## config.mk

```make
export PLATFORM = sky130hd
export DESIGN_NAME = uart_output_port
export DESIGN_NICKNAME = d
export VERILOG_FILES = /design/src/rtl/uart_output_port_pkg.sv /design/src/rtl/uart_output_port_fifo.sv /design/src/rtl/uart_output_port.sv
export SDC_FILE = /design/constraint.sdc
export NUM_CORES = 1
export LEC_CHECK = 0
export ABC_AREA = 1
export CAP_MARGIN = 40
export CORE_MARGIN = 2
export CORE_UTILIZATION = 40
export DETAILED_ROUTE_END_ITERATION = 12
export GPL_TIMING_DRIVEN = 0
export HOLD_SLACK_MARGIN = 0.08
export SLEW_MARGIN = 20
export SYNTH_ARGS = -nofsm -noshare
export SYNTH_HDL_FRONTEND = slang
export SYNTH_SLANG_ARGS = --single-unit
```

## constraint.sdc

```tcl
create_clock -name clk -period 5.6 [get_ports clk]
set_input_delay 0.84 -clock clk [delete_from_list [all_inputs] [get_ports clk]]
set_output_delay 0.84 -clock clk [all_outputs]
set_load 0.01 [all_outputs]
```

## src/rtl/uart_output_port_pkg.sv

```systemverilog
// Shared types and helpers for the CPU OUT-port UART serialiser.
package uart_output_port_pkg;

    typedef enum logic [1:0] {
        ST_IDLE  = 2'd0,
        ST_START = 2'd1,
        ST_DATA  = 2'd2,
        ST_STOP  = 2'd3
    } uart_state_e;

    localparam int BYTES_PER_WORD = 4;

    function automatic int calc_divisor(input int clk_hz, input int baud);
        return clk_hz / baud;
    endfunction

endpackage

```

## src/rtl/uart_output_port_fifo.sv

```systemverilog
// Synchronous word FIFO with combinational head read; push on a full FIFO is accepted only alongside a pop.
module sync_fifo #(
    parameter int BITS  = 32,
    parameter int WORDS = 4
) (
    input  logic                     clk,
    input  logic                     clr,
    input  logic                     push,
    input  logic                     pop,
    input  logic [BITS-1:0]          data_in,
    output logic [BITS-1:0]          data_out,
    output logic [$clog2(WORDS):0]   count,
    output logic                     full,
    output logic                     empty
);
    localparam int AW = $clog2(WORDS);
    localparam int CW = AW + 1;

    logic [BITS-1:0] mem [WORDS];
    logic [AW-1:0]   wr_ptr;
    logic [AW-1:0]   rd_ptr;
    logic            do_push;
    logic            do_pop;

    assign full     = (count == CW'(WORDS));
    assign empty    = (count == '0);
    assign do_pop   = pop & ~empty;
    assign do_push  = push & (~full | do_pop);
    assign data_out = mem[rd_ptr];

    always_ff @(posedge clk) begin
        if (do_push) mem[wr_ptr] <= data_in;
    end

    // Pointers wrap on their own since WORDS is a power of two.
    always_ff @(posedge clk) begin
        if (clr) begin
            wr_ptr <= '0;
            rd_ptr <= '0;
            count  <= '0;
        end else begin
            if (do_push) wr_ptr <= wr_ptr + AW'(1);
            if (do_pop)  rd_ptr <= rd_ptr + AW'(1);
            case ({do_push, do_pop})
                2'b10:   count <= count + CW'(1);
                2'b01:   count <= count - CW'(1);
                default: count <= count;
            endcase
        end
    end

endmodule

```

## src/rtl/uart_output_port.sv

```systemverilog
// Queues CPU OUT words and serialises them as 8N1 UART, four bytes per word, LSB byte first.
module uart_output_port
    import uart_output_port_pkg::*;
#(
    parameter int CLK_HZ     = 50_000_000,
    parameter int BAUD       = 115_200,
    parameter int FIFO_DEPTH = 4
) (
    input  logic                          clk,
    input  logic                          clr,
    input  logic [31:0]                   word_in,
    input  logic                          word_valid,
    output logic                          tx,
    output logic                          busy,
    output logic [$clog2(FIFO_DEPTH):0]   fifo_count,
    output logic                          overflow
);
    localparam int DIVISOR = calc_divisor(CLK_HZ, BAUD);
    localparam int BCW     = $clog2(DIVISOR);
    localparam logic [BCW-1:0] BAUD_RELOAD = BCW'(DIVISOR - 1);
    localparam logic [1:0]     LAST_BYTE   = 2'(BYTES_PER_WORD - 1);

    uart_state_e     state, state_n;
    logic [BCW-1:0]  baud_cnt, baud_n;
    logic [2:0]      bit_idx, bit_n;
    logic [1:0]      byte_idx, byte_n;
    logic [31:0]     shreg, shreg_n;
    logic [7:0]      cur_byte;
    logic            tx_n;
    logic            bit_done;
    logic            pop;
    logic            push_acc;
    logic            drop;
    logic            fifo_full;
    logic            fifo_empty;
    logic [31:0]     fifo_data;

    sync_fifo #(.BITS(32), .WORDS(FIFO_DEPTH)) u_fifo (
        .clk      (clk),
        .clr      (clr),
        .push     (push_acc),
        .pop      (pop),
        .data_in  (word_in),
        .data_out (fifo_data),
        .count    (fifo_count),
        .full     (fifo_full),
        .empty    (fifo_empty)
    );

    assign push_acc = word_valid & (~fifo_full | pop);
    assign drop     = word_valid & ~push_acc;
    assign busy     = (state != ST_IDLE) | ~fifo_empty;
    assign bit_done = (baud_cnt == '0);

    always_comb begin
        state_n  = state;
        baud_n   = bit_done ? BAUD_RELOAD : baud_cnt - BCW'(1);
        bit_n    = bit_idx;
        byte_n   = byte_idx;
        shreg_n  = shreg;
        pop      = 1'b0;
        case (state)
            ST_IDLE: begin
                baud_n = BAUD_RELOAD;
                if (!fifo_empty) begin
                    pop     = 1'b1;
                    shreg_n = fifo_data;
                    byte_n  = '0;
                    state_n = ST_START;
                end
            end
            ST_START: if (bit_done) begin
                bit_n   = '0;
                state_n = ST_DATA;
            end
            ST_DATA: if (bit_done) begin
                if (bit_idx == 3'd7) state_n = ST_STOP;
                else                 bit_n   = bit_idx + 3'd1;
            end
            ST_STOP: if (bit_done) begin
                // Chain straight into the next word so back-to-back words have no idle gap.
                if (byte_idx != LAST_BYTE) begin
                    byte_n  = byte_idx + 2'd1;
                    shreg_n = {8'h00, shreg[31:8]};
                    state_n = ST_START;
                end else if (!fifo_empty) begin
                    pop     = 1'b1;
                    shreg_n = fifo_data;
                    byte_n  = '0;
                    state_n = ST_START;
                end else begin
                    state_n = ST_IDLE;
                end
            end
            default: state_n = ST_IDLE;
        endcase
    end

    // tx is registered from next-state values so the line changes on the same edge as the state.
    assign cur_byte = shreg_n[7:0];
    always_comb begin
        tx_n = 1'b1;
        case (state_n)
            ST_START: tx_n = 1'b0;
            ST_DATA:  tx_n = cur_byte[bit_n];
            default:  tx_n = 1'b1;
        endcase
    end

    always_ff @(posedge clk) begin
        if (clr) begin
            state    <= ST_IDLE;
            baud_cnt <= BAUD_RELOAD;
            bit_idx  <= '0;
            byte_idx <= '0;
            shreg    <= '0;
            tx       <= 1'b1;
            overflow <= 1'b0;
        end else begin
            state    <= state_n;
            baud_cnt <= baud_n;
            bit_idx  <= bit_n;
            byte_idx <= byte_n;
            shreg    <= shreg_n;
            tx       <= tx_n;
            overflow <= overflow | drop;
        end
    end

endmodule
```

==> impl_metrics.yaml, run 1 <==
sta:
  worstMarginPinSlew_ns: 0.5867
  fmax_mhz: 314.4
  relSlewSlack_pct: 60.89
  report.final.hold_viol_count: 0
  skew_ns: 0.007491
  rsz0062_at_grt: "false"
  min_period_over_period_pct: 56.79
  slew_violations: 0
  tns_ns: 0
  post-route-min-period_ns: 3.180
  finalSetupViolCount: 0
clock_network:
  numCtsBuffers: 17
  clkTransAtPathRegs_ns: 0.07
  cts_setup_buffers: 0
  cts_resized: 0
  ctsLongestPathBuffers: 2
  cts_htree_levels: 4
  cts_hold_buffers: 0
  cts_tree: "built"
  clk_latency_ns: 0.44
  clockRootBuffer: "clkbuf_16"
  cts_sinks: 187
critical_path:
  path_max_fanout: 10
  crit_type: "reg2reg"
  cp-start-kind: "register"
  path_buf_inv: 5
  cpMostUsedCell: "inv_1"
  max_stage_delay_ns: 0.42
  crit_required_ns: 5.92
  cp.arrival_ns: 3.50
  endpoint_kind: "register"
  critPathTopFamily: "adder cells"
  cp_slowest_cell: "dfxtp_1"
  worstPathCellList: "inv_1 > ha_1 > inv_1 > clkbuf_1 > nand2_1 > nand3_1 > and2_1 > inv_2 > ha_1 > inv_1 > fa_1 > a21oi_1 > o21ai_0 > o21ai_0 > a21oi_1"
place:
  io_buffers: 39
  place.gp.congestion: 0.8271
  dpl.hpwl_um: 13090
  dpl_cell_area_um2: 9211
drt:
  ant_nets: 0
  wl_per_cell_um: 15.64
  drc: 0
  num_vias: 6073
  firstDrtPassIters: 5
  via_per_inst: 5.052
  drt-initial-drc-count: 447
  finalWirelength_um: 18800
power_and_ir_drop:
  finalPower_uw: 4573
  power_leakage_uw: 0.003700
  vdd_ir_drop_max_uv: 226.8
  p_per_area_nw_per_um2: 467.2
flow_run:
  cap_violations: 0
layout:
  layout.nets: 968
  design_area_um2: 9788
  layout-drive-gt1-share_pct: 13.20
  fin_util_pct: 48.06
  syn_to_final_growth_pct: 17.50
  diodes: 0
synth:
  ys_seq_area_share_pct: 60.32
  yosysWarnings: 0
  syn_avg_cell_area_um2: 9.732
  ys_seq_elements: 187
  ys.flop_type: "edfxtp_1"
  syn_nets: 905
  async_flop_share_pct: 0
  yosysUniqueCellTypes: 38
  syn_inst: 856
  synth_edf_count: 128
  synth_area_um2: 8330
status:
  status: "finished, final reports clean"
floorplan:
  dieWidth_um: 148.3
  die_h_um: 148.3
  start_util_pct: 40.91
  ioPinCount: 41
  core-area_um2: 20360
  std_cell_rows: 52
  die_area_um2: 22000
global_routing:
  grt_pass1_vias: 5676
  antenna_found_initial: 0
  grt_usage_pct: 17.69
  grt_max_degree: 24
  grt_overflow: 0
  grt_pass1_wl_um: 30210
min_path:
  hold_path_class: "reg2reg"
## worst reg2reg max path, delay by kind of cell (launching register included)
family | cells | cell delay, ns
compound gates | 4 | 0.47
buf+inv | 5 | 0.71
simple gates | 3 | 0.54
flops | 1 | 0.42
fa+ha+maj | 3 | 0.94
## metal layers
layer | part of all wire, % | GRT usage [%] | wire length (um)
met1 | 47 | 24.94 | 8888
met2 | 47 | 27.89 | 8745
met3 | 4.5 | 3.374 | 850
met4 | 1.7 | 5.333 | 311
met5 | 0 | 0 | 0
## stage by stage
stage | hold slack (ns) | worst slack, ns | instances
floorplan | 0.3657 | 2.251 | 856
CTS | 0.3991 | 2.458 | 1202
global placement | 0.3766 | 0.4585 | 1165
global route | 0.4153 | 2.188 | 1202
detailed placement | 0.3808 | 2.454 | 1170
finish | 0.3924 | 2.420 | 1202
## logic make-up after synthesis
group,count (synthesis),synth area share (%)
AOI/OAI and AO/OA,167,11.88
buffers and inverters,130,6.819
adders and majority gates,14,2.193
DFF,187,60.32
and+or+nand+nor,355,18.47
xor gates and xnor gates,3,0.3155
## Yosys cell counts (2+ instances only)
cell / instances / area share [%]
nand2_1: 185 / 8.3
edfxtp_1: 128 / 46
nor2_1: 81 / 3.6
inv_1: 76 / 3.4
dfxtp_1: 59 / 14
o21ai_0: 56 / 3.4
a21oi_1: 55 / 3.3
nand3_1: 52 / 3.1
o22ai_1: 22 / 1.7
buf_2: 19 / 1.1
ha_1: 13 / 2.0
inv_2: 13 / 0.59
a22oi_1: 9 / 0.81
clkbuf_1: 9 / 0.41
o21ai_1: 9 / 0.54
a211oi_2: 8 / 1.2
buf_4: 7 / 0.63
nand2_2: 6 / 0.45
nand4_1: 6 / 0.45
nor2_2: 5 / 0.38
nor2_4: 5 / 0.68
buf_6: 4 / 0.54
nand2_4: 4 / 0.54
or2_2: 4 / 0.30
nor3_1: 3 / 0.18
o21ai_2: 3 / 0.32
xor2_1: 3 / 0.32
nand3_2: 2 / 0.24
## power by group
part / internal, uW / leakage, uW / total (uW) / switching, uW
clock: 633 / 0.000291 / 1190 / 555
combinational: 572 / 0.00175 / 1630 / 1060
sequential: 1680 / 0.00166 / 1760 / 77.2
## flip-flops by register name, indices dropped and copies added (netlist names), named ones only
register and flops:
u_fifo.rd_ptr 2, bit_idx 3, state 2, u_fifo.wr_ptr 2, u_fifo.mem 128, tx 1
overflow 1, shreg 32, u_fifo.count 3, baud_cnt 9, byte_idx 2
## path summary, 6_finish.rpt
check	from	endpoint	slack, ns	cells after the start
hold reg to reg	baud_cnt[0]$_SDFF_PP1_	baud_cnt[0]$_SDFF_PP1_	0.39	1
setup reg to reg	state[0]$_SDFF_PP0_	u_fifo.count[2]$_SDFFE_PP0P_	2.42	15
hold / removal	baud_cnt[0]$_SDFF_PP1_	baud_cnt[0]$_SDFF_PP1_	0.39	1
setup / recovery	state[0]$_SDFF_PP0_	u_fifo.count[2]$_SDFFE_PP0P_	2.42	15
## cells in the final DEF (no fill, tap or decap), types with 4 or more instances in the layout
cell type | synthesis | routed
nand2_1 | 185 | 185
edfxtp_1 | 128 | 128
nor2_1 | 81 | 77
inv_1 | 76 | 76
dfxtp_1 | 59 | 59
o21ai_0 | 56 | 56
a21oi_1 | 55 | 55
nand3_1 | 52 | 52
clkdlybuf4s50_1 | 0 | 39
o22ai_1 | 22 | 22
buf_2 | 19 | 19
clkbuf_16 | 0 | 17
inv_2 | 13 | 13
ha_1 | 13 | 13
clkbuf_1 | 9 | 10
nor2_4 | 5 | 9
o21ai_1 | 9 | 9
a22oi_1 | 9 | 9
a211oi_2 | 8 | 8
buf_4 | 7 | 7
nand2_2 | 6 | 6
nand4_1 | 6 | 6
inv_8 | 0 | 6
nor2_2 | 5 | 5
buf_6 | 4 | 4
or2_2 | 4 | 4
nand2_4 | 4 | 4
## area by class of cell
cell class | count | area, um2
Fill cell | 1871 | 10580
Sequential cell | 187 | 5025
Multi-Input combinational cell | 539 | 2768
Timing Repair Buffer | 44 | 513.0
Clock buffer | 18 | 429.2
Inverter | 90 | 337.8
Tap cell | 270 | 337.8
Buffer | 40 | 230.2
Clock inverter | 14 | 147.6
(Power assumes the default switching activity.)
==> inputs of run 2 (changes only) <==
==> constraint.sdc (replaced) <==
create_clock -name clk -period 3.1 [get_ports clk]
set_input_delay 0.465 -clock clk [delete_from_list [all_inputs] [get_ports clk]]
set_output_delay 0.465 -clock clk [all_outputs]
set_load 0.01 [all_outputs]
==> run 2 against run 1 <==
  * Clock power rose by 81%
  * Flip-flop and latch count did not move
  * Non-clock buffer count increased by 3
  * Critical endpoint unchanged
  * Highest routed layer unchanged
==> impl_metrics.yaml, run 2 (same netlist as run 1, synthesis figures left out) <==
status:
  status: "finished, final reports clean"
layout:
  syn_to_final_growth_pct: 17.92
  diodes: 0
  regArea_um2: 5025
  top_regs: "u_fifo.mem x128, shreg x32, baud_cnt x9"
  multi_input_area_um2: 2770
  layout_commonest_cell: "nand2_1"
  final_cell_mix: "nand2_1 (184), edfxtp_1 (128), nor2_1 (77)"
  largest_reg_flops: 128
  layout.nets: 971
  fin_util_pct: 48.24
  regMostFlops: "u_fifo.mem"
  layout-drive-gt1-share_pct: 13.90
  fillers: 1870
critical_path:
  path_max_fanout: 7
  reg2reg_slack_ns: 0.25
  worstReg2RegStart: "state[0]$_SDFF_PP0_"
  cp-start-kind: "register"
  crit_type: "reg2reg"
  r2r_end: "u_fifo.count[2]$_SDFFE_PP0P_"
  cp.arrival_ns: 3.18
  endpoint_kind: "register"
  crit_required_ns: 3.42
  r2r_cells: 14
sta:
  worstMarginPinSlew_ns: 0.5955
  fmax_mhz: 350.5
  skew_ns: 0.007256
  slew_violations: 0
  whs_ns: 0.3937
  min_period_over_period_pct: 92.04
  tns_ns: 0
  report.final.hold_viol_count: 0
  rsz0062_at_grt: "false"
  finalSetupViolCount: 0
  relSlewSlack_pct: 60.30
  post-route-min-period_ns: 2.853
floorplan:
  core-area_um2: 20360
  std_cell_rows: 52
  dieWidth_um: 148.3
  die_h_um: 148.3
  start_util_pct: 40.91
  ioPinCount: 41
  die_area_um2: 22000
clock_network:
  clkTransAtPathRegs_ns: 0.07
  ctsLongestPathBuffers: 2
  cts_sinks: 187
  clk_latency_ns: 0.44
  cts_tree: "built"
  clockRootBuffer: "clkbuf_16"
  numCtsBuffers: 17
  cts_hold_buffers: 0
  cts_htree_levels: 4
global_routing:
  antenna_found_initial: 0
  grt_usage_pct: 17.69
  grt_pass1_wl_um: 30210
  grt_overflow: 0
  grt_max_degree: 24
  grt_pass1_vias: 5676
drt:
  finalWirelength_um: 18800
  drt-initial-drc-count: 393
  drc: 0
  firstDrtPassIters: 5
  via_per_inst: 5.063
  ant_nets: 0
  wl_per_cell_um: 15.60
  num_vias: 6101
flow_run:
  cap_violations: 0
place:
  place.gp.congestion: 0.8271
  dpl.hpwl_um: 13090
  io_buffers: 39
min_path:
  min-delay-start: "baud_cnt[0]$_SDFF_PP1_"
  hold_path_class: "reg2reg"
  hold_path_depth: 1
  hold_end: "baud_cnt[0]$_SDFF_PP1_"
power_and_ir_drop:
  vdd_ir_drop_max_uv: 412.0
  power_leakage_uw: 0.003712
  p_per_area_nw_per_um2: 844.8
[run 2: cell types whose count changed in the layout (fill, tap and decap cells not counted), sizes merged]
cell      before  now
clkinvlp       0    1
clkbuf        27   26
inv           98   97
buf           36   40
[run 2: what timing repair did]
| item | in CTS | in global routing |
|---|---|---|
| gates resized for setup | 1 | 3 |
| hold endpoints to repair | 0 | 0 |
| pin swaps | 0 | 0 |
| buffers inserted | 0 | 4 |
| endpoints found under the setup margin | 1 | 78 |
[run 2: layout make-up]
type	count	share of cell area [%]
Timing Repair Buffer	48	5.528
Inverter	90	3.503
Tap cell	270	3.439
Clock buffer	18	4.369
Clock inverter	14	1.503
Buffer	39	2.305
Sequential cell	187	51.15
Multi-Input combinational cell	539	28.20
[run 2: worst max path at each step]
stage | start | end
after floorplan | state[0]$_SDFF_PP0_ | u_fifo.mem[0][0]$_DFFE_PP_
after global placement | state[0]$_SDFF_PP0_ | u_fifo.mem[0][29]$_DFFE_PP_
after detailed placement | state[0]$_SDFF_PP0_ | u_fifo.count[2]$_SDFFE_PP0P_
after CTS | state[0]$_SDFF_PP0_ | u_fifo.count[2]$_SDFFE_PP0P_
after global routing | state[0]$_SDFF_PP0_ | u_fifo.count[2]$_SDFFE_PP0P_
final | state[0]$_SDFF_PP0_ | u_fifo.count[2]$_SDFFE_PP0P_
[run 2: stage by stage]
step           cell area [um2]  power, uW  setup WS, ns  instances
3_3_place_gp              9059       6087        -2.042       1165
5_1_grt                   9823       8837       0.06362       1205
6_report                  9823       8299        0.2469       1205
3_5_place_dp              9211       6163      -0.04562       1170
4_1_cts                   9791       8313       0.02753       1202
2_1_floorplan             8330       5250       -0.2486        856
[run 2: report_power, final]
group | total (uW) | internal [uW] | leakage [uW] | switching (uW)
sequential | 3170 | 3030 | 0.00166 | 140
combinational | 2970 | 1060 | 0.00177 | 1910
clock | 2150 | 1140 | 0.000291 | 1010
[run 2: critical path, stage by stage (launching register included)]
cell and delay, ns:
dfxtp_1 0.42, inv_1 0.09, ha_1 0.41, clkinvlp_4 0.18, nand2_2 0.16, nand3_1 0.08, and2_1 0.19, inv_4 0.15
ha_1 0.17, inv_1 0.06, fa_1 0.37, a21oi_1 0.14, o21ai_0 0.12, o21ai_0 0.16, a21oi_1 0.05
[run 2: per-layer routing]
layer | wire length, um | vias up | track usage, % | share of wire, %
met5 | 0 | - | 0 | 0
met4 | 316 | 0 | 5.333 | 1.7
met3 | 894 | 22 | 3.374 | 4.8
met2 | 8683 | 141 | 27.89 | 46
met1 | 8909 | 2908 | 24.94 | 47
li1 | - | 3030 | - | -
